**src/rtl/apb_master_if.sv**
```systemverilog
// Command, response and APB bus signals of the APB requester, bundled with
// a master view for the requester and a slave view for whatever sits around it.
interface apb_master_if #(
  parameter int ADDR_W = 2,
  parameter int DATA_W = 32
) ();

  logic              cmd_valid;
  logic              cmd_ready;
  logic              cmd_write;
  logic [ADDR_W-1:0] cmd_addr;
  logic [DATA_W-1:0] cmd_wdata;

  logic              rsp_valid;
  logic [DATA_W-1:0] rsp_rdata;
  logic              rsp_err;
  logic              rsp_timeout;

  logic              p_sel;
  logic              p_enable;
  logic              p_write;
  logic [ADDR_W-1:0] p_addr;
  logic [DATA_W-1:0] p_w_data;
  logic              p_ready;
  logic [DATA_W-1:0] p_r_data;
  logic              p_slv_err;

  modport master (
    input  cmd_valid, cmd_write, cmd_addr, cmd_wdata,
    output cmd_ready,
    output rsp_valid, rsp_rdata, rsp_err, rsp_timeout,
    output p_sel, p_enable, p_write, p_addr, p_w_data,
    input  p_ready, p_r_data, p_slv_err
  );

  modport slave (
    output cmd_valid, cmd_write, cmd_addr, cmd_wdata,
    input  cmd_ready,
    input  rsp_valid, rsp_rdata, rsp_err, rsp_timeout,
    input  p_sel, p_enable, p_write, p_addr, p_w_data,
    output p_ready, p_r_data, p_slv_err
  );

endinterface

```
**src/rtl/apb_master.sv**
```systemverilog
// APB requester: takes one command at a time, runs SETUP/ACCESS with wait
// states and an optional ACCESS timeout, and returns a one-cycle response.
module apb_master #(
  parameter int ADDR_W         = 2,
  parameter int DATA_W         = 32,
  parameter int TIMEOUT_CYCLES = 16
) (
  input  logic         p_clk,
  input  logic         p_rst,
  apb_master_if.master bus
);

  localparam int CNT_W = (TIMEOUT_CYCLES > 2) ? $clog2(TIMEOUT_CYCLES) : 1;

  typedef enum logic [1:0] {IDLE, SETUP, ACCESS} state_t;

  state_t           state;
  logic [CNT_W-1:0] wait_cnt;

  assign bus.cmd_ready = (state == IDLE) && !p_rst;

  // The abort check uses the count before this edge's increment, so the
  // transfer gives up on its TIMEOUT_CYCLES-th ACCESS cycle without p_ready.
  always_ff @(posedge p_clk) begin
    if (p_rst) begin
      state           <= IDLE;
      wait_cnt        <= '0;
      bus.p_sel       <= 1'b0;
      bus.p_enable    <= 1'b0;
      bus.p_write     <= 1'b0;
      bus.p_addr      <= '0;
      bus.p_w_data    <= '0;
      bus.rsp_valid   <= 1'b0;
      bus.rsp_rdata   <= '0;
      bus.rsp_err     <= 1'b0;
      bus.rsp_timeout <= 1'b0;
    end else begin
      bus.rsp_valid <= 1'b0;
      case (state)
        IDLE: begin
          if (bus.cmd_valid) begin
            bus.p_write  <= bus.cmd_write;
            bus.p_addr   <= ADDR_W'(bus.cmd_addr);
            bus.p_w_data <= DATA_W'(bus.cmd_wdata);
            bus.p_sel    <= 1'b1;
            bus.p_enable <= 1'b0;
            state        <= SETUP;
          end
        end
        SETUP: begin
          bus.p_enable <= 1'b1;
          wait_cnt     <= '0;
          state        <= ACCESS;
        end
        ACCESS: begin
          if (bus.p_ready) begin
            bus.p_sel       <= 1'b0;
            bus.p_enable    <= 1'b0;
            bus.rsp_valid   <= 1'b1;
            bus.rsp_rdata   <= bus.p_write ? DATA_W'(0) : bus.p_r_data;
            bus.rsp_err     <= bus.p_slv_err;
            bus.rsp_timeout <= 1'b0;
            state           <= IDLE;
          end else if (TIMEOUT_CYCLES != 0 &&
                       wait_cnt == CNT_W'(TIMEOUT_CYCLES - 1)) begin
            bus.p_sel       <= 1'b0;
            bus.p_enable    <= 1'b0;
            bus.rsp_valid   <= 1'b1;
            bus.rsp_rdata   <= '0;
            bus.rsp_err     <= 1'b1;
            bus.rsp_timeout <= 1'b1;
            state           <= IDLE;
          end else if (wait_cnt != '1) begin
            wait_cnt <= wait_cnt + CNT_W'(1);
          end
        end
        default: state <= IDLE;
      endcase
    end
  end

endmodule

```
**src/flat_wrapper.sv**
```systemverilog
// flat-port wrapper written by rule: the top's interface ports become plain ports
module apb_master_flat 
#(
  parameter int ADDR_W         = 2,
  parameter int DATA_W         = 32,
  parameter int TIMEOUT_CYCLES = 16
)
  (p_clk, p_rst, bus_cmd_valid, bus_cmd_write, bus_cmd_addr, bus_cmd_wdata, bus_cmd_ready, bus_rsp_valid, bus_rsp_rdata, bus_rsp_err, bus_rsp_timeout, bus_p_sel, bus_p_enable, bus_p_write, bus_p_addr, bus_p_w_data, bus_p_ready, bus_p_r_data, bus_p_slv_err);
  apb_master_if #(.ADDR_W(ADDR_W), .DATA_W(DATA_W)) bus_i ();
  input  logic p_clk;
  input  logic p_rst;
  input wire logic [$bits(bus_i.cmd_valid)-1:0] bus_cmd_valid;
  input wire logic [$bits(bus_i.cmd_write)-1:0] bus_cmd_write;
  input wire logic [$bits(bus_i.cmd_addr)-1:0] bus_cmd_addr;
  input wire logic [$bits(bus_i.cmd_wdata)-1:0] bus_cmd_wdata;
  output wire logic [$bits(bus_i.cmd_ready)-1:0] bus_cmd_ready;
  output wire logic [$bits(bus_i.rsp_valid)-1:0] bus_rsp_valid;
  output wire logic [$bits(bus_i.rsp_rdata)-1:0] bus_rsp_rdata;
  output wire logic [$bits(bus_i.rsp_err)-1:0] bus_rsp_err;
  output wire logic [$bits(bus_i.rsp_timeout)-1:0] bus_rsp_timeout;
  output wire logic [$bits(bus_i.p_sel)-1:0] bus_p_sel;
  output wire logic [$bits(bus_i.p_enable)-1:0] bus_p_enable;
  output wire logic [$bits(bus_i.p_write)-1:0] bus_p_write;
  output wire logic [$bits(bus_i.p_addr)-1:0] bus_p_addr;
  output wire logic [$bits(bus_i.p_w_data)-1:0] bus_p_w_data;
  input wire logic [$bits(bus_i.p_ready)-1:0] bus_p_ready;
  input wire logic [$bits(bus_i.p_r_data)-1:0] bus_p_r_data;
  input wire logic [$bits(bus_i.p_slv_err)-1:0] bus_p_slv_err;
  assign bus_i.cmd_valid = bus_cmd_valid;
  assign bus_i.cmd_write = bus_cmd_write;
  assign bus_i.cmd_addr = bus_cmd_addr;
  assign bus_i.cmd_wdata = bus_cmd_wdata;
  assign bus_cmd_ready = bus_i.cmd_ready;
  assign bus_rsp_valid = bus_i.rsp_valid;
  assign bus_rsp_rdata = bus_i.rsp_rdata;
  assign bus_rsp_err = bus_i.rsp_err;
  assign bus_rsp_timeout = bus_i.rsp_timeout;
  assign bus_p_sel = bus_i.p_sel;
  assign bus_p_enable = bus_i.p_enable;
  assign bus_p_write = bus_i.p_write;
  assign bus_p_addr = bus_i.p_addr;
  assign bus_p_w_data = bus_i.p_w_data;
  assign bus_i.p_ready = bus_p_ready;
  assign bus_i.p_r_data = bus_p_r_data;
  assign bus_i.p_slv_err = bus_p_slv_err;
  apb_master #(.ADDR_W(ADDR_W), .DATA_W(DATA_W), .TIMEOUT_CYCLES(TIMEOUT_CYCLES)) u_core (.p_clk(p_clk), .p_rst(p_rst), .bus(bus_i));
endmodule
```
**config.mk**
```make
export PLATFORM = sky130hd
export DESIGN_NAME = apb_master_flat
export DESIGN_NICKNAME = d
export VERILOG_FILES = /design/src/rtl/apb_master_if.sv /design/src/rtl/apb_master.sv /design/src/flat_wrapper.sv
export SDC_FILE = /design/constraint.sdc
export NUM_CORES = 1
export LEC_CHECK = 0
export ABC_AREA = 1
export CORE_ASPECT_RATIO = 1.1
export CORE_UTILIZATION = 36
export DETAILED_ROUTE_END_ITERATION = 7
export MAX_ROUTING_LAYER = met4
export PLACE_DENSITY = 0.73
export SLEW_MARGIN = 20
export SYNTH_ARGS = -nofsm -noshare
export SYNTH_HDL_FRONTEND = slang
export SYNTH_SLANG_ARGS = --single-unit
```
**constraint.sdc**
```tcl
create_clock -name p_clk -period 1.51 [get_ports p_clk]
set_clock_uncertainty 0.05 [all_clocks]
set_input_delay 0.151 -clock p_clk [delete_from_list [all_inputs] [get_ports p_clk]]
set_output_delay 0.151 -clock p_clk [all_outputs]
set_load 0.05 [all_outputs]
```
Word-level counts from Yosys, hierarchy flattened:

Cells that the tools add are included.

* bits in registers: 78
* bits of input ports: 72
* output and inout port bits: 73
* logic and storage cells: 58

* $add $sub $neg: 1
* equal/unequal tests: 9
* mux-type cells: 22
* bitwise operators: 1
* reductions and logical operators: 14

Operators by type and width (number)
* 32-bit 2-to-1 mux: 3
* 4-bit 2-to-1 mux: 3
* 1-bit 2-to-1 mux: 9
* 4-bit one-hot mux with 2 select lines: 1
* 2-bit 2-to-1 mux: 3
* 2-bit != test (second input constant): 3
* 2-bit one-hot mux with 3 select lines: 1
* 2-bit AND reduction: 3
* 3-bit AND reduction: 2
* 2-bit nonzero test: 3
* 4-bit by 1-bit adder with 4-bit output (second input constant): 1
* 4-bit == test (second input constant): 1
* 4-bit != test (second input constant): 1
* 4-bit AND reduction: 1
* 3-bit by 2-bit != test with 1-bit output (second input constant): 1
* 1-bit one-hot mux with 3 select lines: 1
* 3-bit nonzero test: 1
* 2-bit by 1-bit == test with 1-bit output (second input constant): 1
* 2-bit == test (second input constant): 1
* 2-bit zero test: 1
* 2-bit by 1-bit != test with 1-bit output (second input constant): 1
* 1-bit one-hot mux with 2 select lines: 1
* 2-bit OR reduction: 1
* 1-bit logical AND: 1
* 2 further kinds: 2

Longest topological paths before layout:

* depth in word-level cells: 5
* depth in mapped cells: 8

Worst setup path after synthesis:

Ideal clock, no wire load.

* path type: reg2out
* from: register u_core.state[0]
* to: output port bus_cmd_ready
* data arrival time: 1.172 ns
* required time: 1.309 ns
* path slack: 0.137 ns
* stages on the path, launching flop included: 4
* cell sequence: dfxtp_1 nor2_2 inv_1 nor2_1

* word-level cells in the longest chain between the ends: 2

RTL lines
* from (decl): line apb_master.sv:17 `state_t state;`
* from (signal assigned): line apb_master.sv:26 `state <= IDLE;`
* from (signal assigned): line apb_master.sv:47 `state <= SETUP;`
* from (signal assigned): line apb_master.sv:53 `state <= ACCESS;`
* 2-bit zero test: line apb_master.sv:20 `assign bus.cmd_ready = (state == IDLE) && !p_rst;`
* 1-bit logical AND: line apb_master.sv:20
* to (decl): line flat_wrapper.sv:16 `output wire logic [$bits(bus_i.cmd_ready)-1:0] bus_cmd_ready;`

Every way passes these cells.

Final worst setup path:

Same ends and word-level chain as after synthesis.

==> summary.md <==
| Metric | Value |
|---|---|
| Outcome | finished clean |
| Placed cell count | 607 |
| WL met3 | 745 um |
| CTS tree | yes |
| Nets | 587 |
| WL met1 | 3490 um |
| Final Setup Violations | 0 |
| Routed length per placed instance | 12.7 um |
| Minimum clock period | 1.46 ns |
| Largest net degree at the start of global routing | 43 |
| Post-Route WL | 7990 um |
| Number of DRC markers in iteration 0 | 79 |
| Slowest stage cell, crit path | dfxtp_1 |
| Hold WC Path Type | in -> reg |
| Clk slew on worst S/H paths | 0.08 ns |
| Port Buf Inserts | 144 |
| Post-synthesis sequential area ratio | 53.5% |
| Crit path DAT | 1.25 ns |
| RePlAce Congestion | 0.784 |
| Post-Syn Area | 2920 um2 |
| Max-Cap Viols | 0 |
| Post-DP HPWL | 5300 um |
| # DRC | 0 |
| Tcrit/Tclk final | 96.4% |
| Max incr delay on CP | 0.37 ns |
| Largest delay share family, worst path | flip-flops |
| Switching Share | 29.1% |
| Yosys top cell area share | 53.5% |
| First-pass GRT wire length | 12300 um |
| Filler cell count | 712 |
| Ant diodes | 0 |
| Part of the power in combinational logic | 20.6% |
| Fmax | 687 MHz |
| Netlist cell types | 24 |
| Die area | 8470 um2 |
| Switching power | 1.45 mW |
| Synth top area cells | dfxtp_1 54%, nand3_1 12%, nor2_1 10% |
| Non-filler cells, final | 627 |
| Slew @ Worst Pin | 0.377 ns |
| Crit-path cells | nor2_2 > inv_1 > nor2_1 > buf_12 |
| Internal | 3.53 mW |
| Worst slew margin | 74.9% |
| Overall power | 4.98 mW |
| Row count | 34 |
| Crit path max fanout | 5 |
| Core Region | 7870 um2 |
| Pleak | 2.12 nW |
| Post-synth EDFFs | 0 |
| Critical path endpoint category | primary output |
| Flop pwr share | 44.5% |
| Post-Syn Instances | 368 |
| Worst path required time | 1.31 ns |
| Peak VDD IR | 610 uV |
| H-tree depth | 3 |
| Clock Tree Root | clkbuf_8 |
| Crit path kind | reg -> out |
| Synthesized flop and latch total | 78 |
| Global route overflow | 0 |
| Setup TNS | 0 ns |
| Mean area per synthesized cell | 7.93 um2 |
| Routed vias | 2932 |
| Synth top cells by count | 78 x dfxtp_1, 78 x nor2_1, 72 x nand3_1, 50 x nand2_1, 37 x o21ai_0 |
| Met2 routed WL | 3710 um |
| RSZ-0062 raised after global routing | true |
| Power Density | 1090 nW/um2 |
| Layout cell share with drive strength beyond 1 | 22.2% |
| Initial antenna violation count | 0 |
| Slew Limit Fails | 0 |
| Top_reg_cell synth | dfxtp_1 |
| Die Width | 87.8 um |
| Synthesis-to-layout area growth | 57.0% |
| Dominant cell type by area after synthesis | dfxtp_1 |
| YS warnings | 0 |
| Pre-Repair DR Iteration Count | 4 |
| # IOs | 145 |
| Critical path buffers and inverters | 2 |
| Worst-case clock buffer depth | 2 |
| Startpoint class of the critical path | flop |
| Final core occ | 58.2% |
| Syn Nets | 441 |
| Endpoints failing hold | 0 |
| Num CTS Buffers | 9 |
| Vias per std cell | 4.68 |
| Antenna Nets Post-Route | 0 |
| Clock power frac | 34.9% |
| Vias in the first global route | 2705 |
| Total GRT Usage | 19.0% |
| Final Instance Area | 4580 um2 |
| Worst skew pair latency | 0.34 ns |
| Initial Util | 37.1% |
| Die height | 96.4 um |
| Top sig layer | met4 |
| Clock sink count | 78 |
| Placed inst area | 4300 um2 |
| Async S/R FF share, synth | 0% |
-- power groups by stage --
stage	Combinational, mW	Sequential (mW)	Clock, mW
2_1_floorplan	0.247	2.60	0
3_3_place_gp	1.01	2.26	0
3_5_place_dp	1.02	2.26	0
4_1_cts	1.03	2.22	1.78
5_1_grt	1.09	2.23	1.88
6_report	1.03	2.22	1.74
-- metal layers --
metal | vias up | GRT usage, %
li1 | 1493 | -
met1 | 1314 | 22.3
met2 | 119 | 31.3
met3 | 6 | 6.12
met4 | 0 | 5.33
met5 | - | -
-- path summary, 6_finish.rpt --
path	from	end	slack, ns	cells after the start
max	u_core.state[0]$_SDFFE_PP0P_	bus_cmd_ready	0.05	4
min reg2reg	u_core.bus.p_enable$_SDFFE_PP0P_	u_core.bus.p_enable$_SDFFE_PP0P_	0.40	2
min	bus_p_r_data[3]	u_core.bus.rsp_rdata[3]$_SDFFE_PP0P_	0.31	3
max reg2reg	u_core.wait_cnt[1]$_SDFFE_PP0P_	u_core.bus.rsp_timeout$_SDFFE_PP0P_	0.07	7
-- cells in the final DEF (no fill, tap or decap) --
| master | instances |
|---|---|
| a21oi_1 | 6 |
| buf_12 | 4 |
| buf_4 | 78 |
| buf_6 | 2 |
| buf_8 | 1 |
| bufinv_16 | 2 |
| clkbuf_1 | 1 |
| clkbuf_8 | 10 |
| clkdlybuf4s50_1 | 71 |
| clkinv_1 | 1 |
| clkinvlp_4 | 3 |
| dfxtp_1 | 76 |
| dfxtp_2 | 2 |
| ha_2 | 1 |
| inv_1 | 10 |
| inv_2 | 1 |
| inv_4 | 1 |
| nand2_1 | 50 |
| nand2_2 | 1 |
| nand2_4 | 1 |
| nand3_1 | 72 |
| nand3_2 | 1 |
| nand3b_1 | 1 |
| nand4_1 | 1 |
| nor2_1 | 77 |
| nor2_2 | 2 |
| nor2_4 | 4 |
| nor2_8 | 1 |
| o21ai_0 | 37 |
| o21ai_1 | 1 |
-- worst reg2reg max path, stage by stage (launching register included) --
cell     delay, ns
dfxtp_2       0.35
ha_2          0.20
nand3_2       0.11
nand2_2       0.07
nand2_4       0.15
buf_8         0.25
nand2_1       0.09
a21oi_1       0.12
-- per-stage QoR --
step / hold slack [ns] / setup WS (ns)
global placement: 0.389 / 0.0246
CTS: 0.301 / 0.0201
global route: 0.304 / -0.0270
finish: 0.314 / 0.0549
detailed placement: 0.393 / -0.0857
floorplan: 0.226 / 0.137
-- cell families after synthesis --
group                    after synthesis  share of synthesized area [%]
adder cells (fa/ha/maj)                1                          0.429
buffers and inverters                 36                           6.56
flip-flops                            78                           53.5
AND/OR/NAND/NOR                      209                           31.9
AO/OA/AOI/OAI                         44                           7.55
-- layout make-up --
cell class	count	area, um2	share of cell area [%]
clock buffers	11	141	3.09
repair buffers	156	1410	30.9
inverters	13	51.3	1.12
flip-flops and latches	78	1560	34.2
multi-input cells	256	1190	26.0
clock inverters	5	82.6	1.80
well taps	108	135	2.95
-- what timing repair did --
| item | in CTS | in global routing |
|---|---|---|
| resized for setup | 3 | 6 |
| pin swaps | 2 | 1 |
| gates cloned | 1 | 1 |
| setup buffers | 2 | 0 |
| hold buffers | 0 | 0 |
| endpoints found under the setup margin | 34 | 68 |
-- flip-flops by register name (all words and copies together) (netlist names) --
| name | cells |
|---|---|
| u_core.bus.p_addr | 2 |
| u_core.bus.p_enable | 1 |
| u_core.bus.p_sel | 1 |
| u_core.bus.p_w_data | 32 |
| u_core.bus.p_write | 1 |
| u_core.bus.rsp_err | 1 |
| u_core.bus.rsp_rdata | 32 |
| u_core.bus.rsp_timeout | 1 |
| u_core.bus.rsp_valid | 1 |
| u_core.state | 2 |
| u_core.wait_cnt | 4 |
Power figures use the tool's default switching activity.
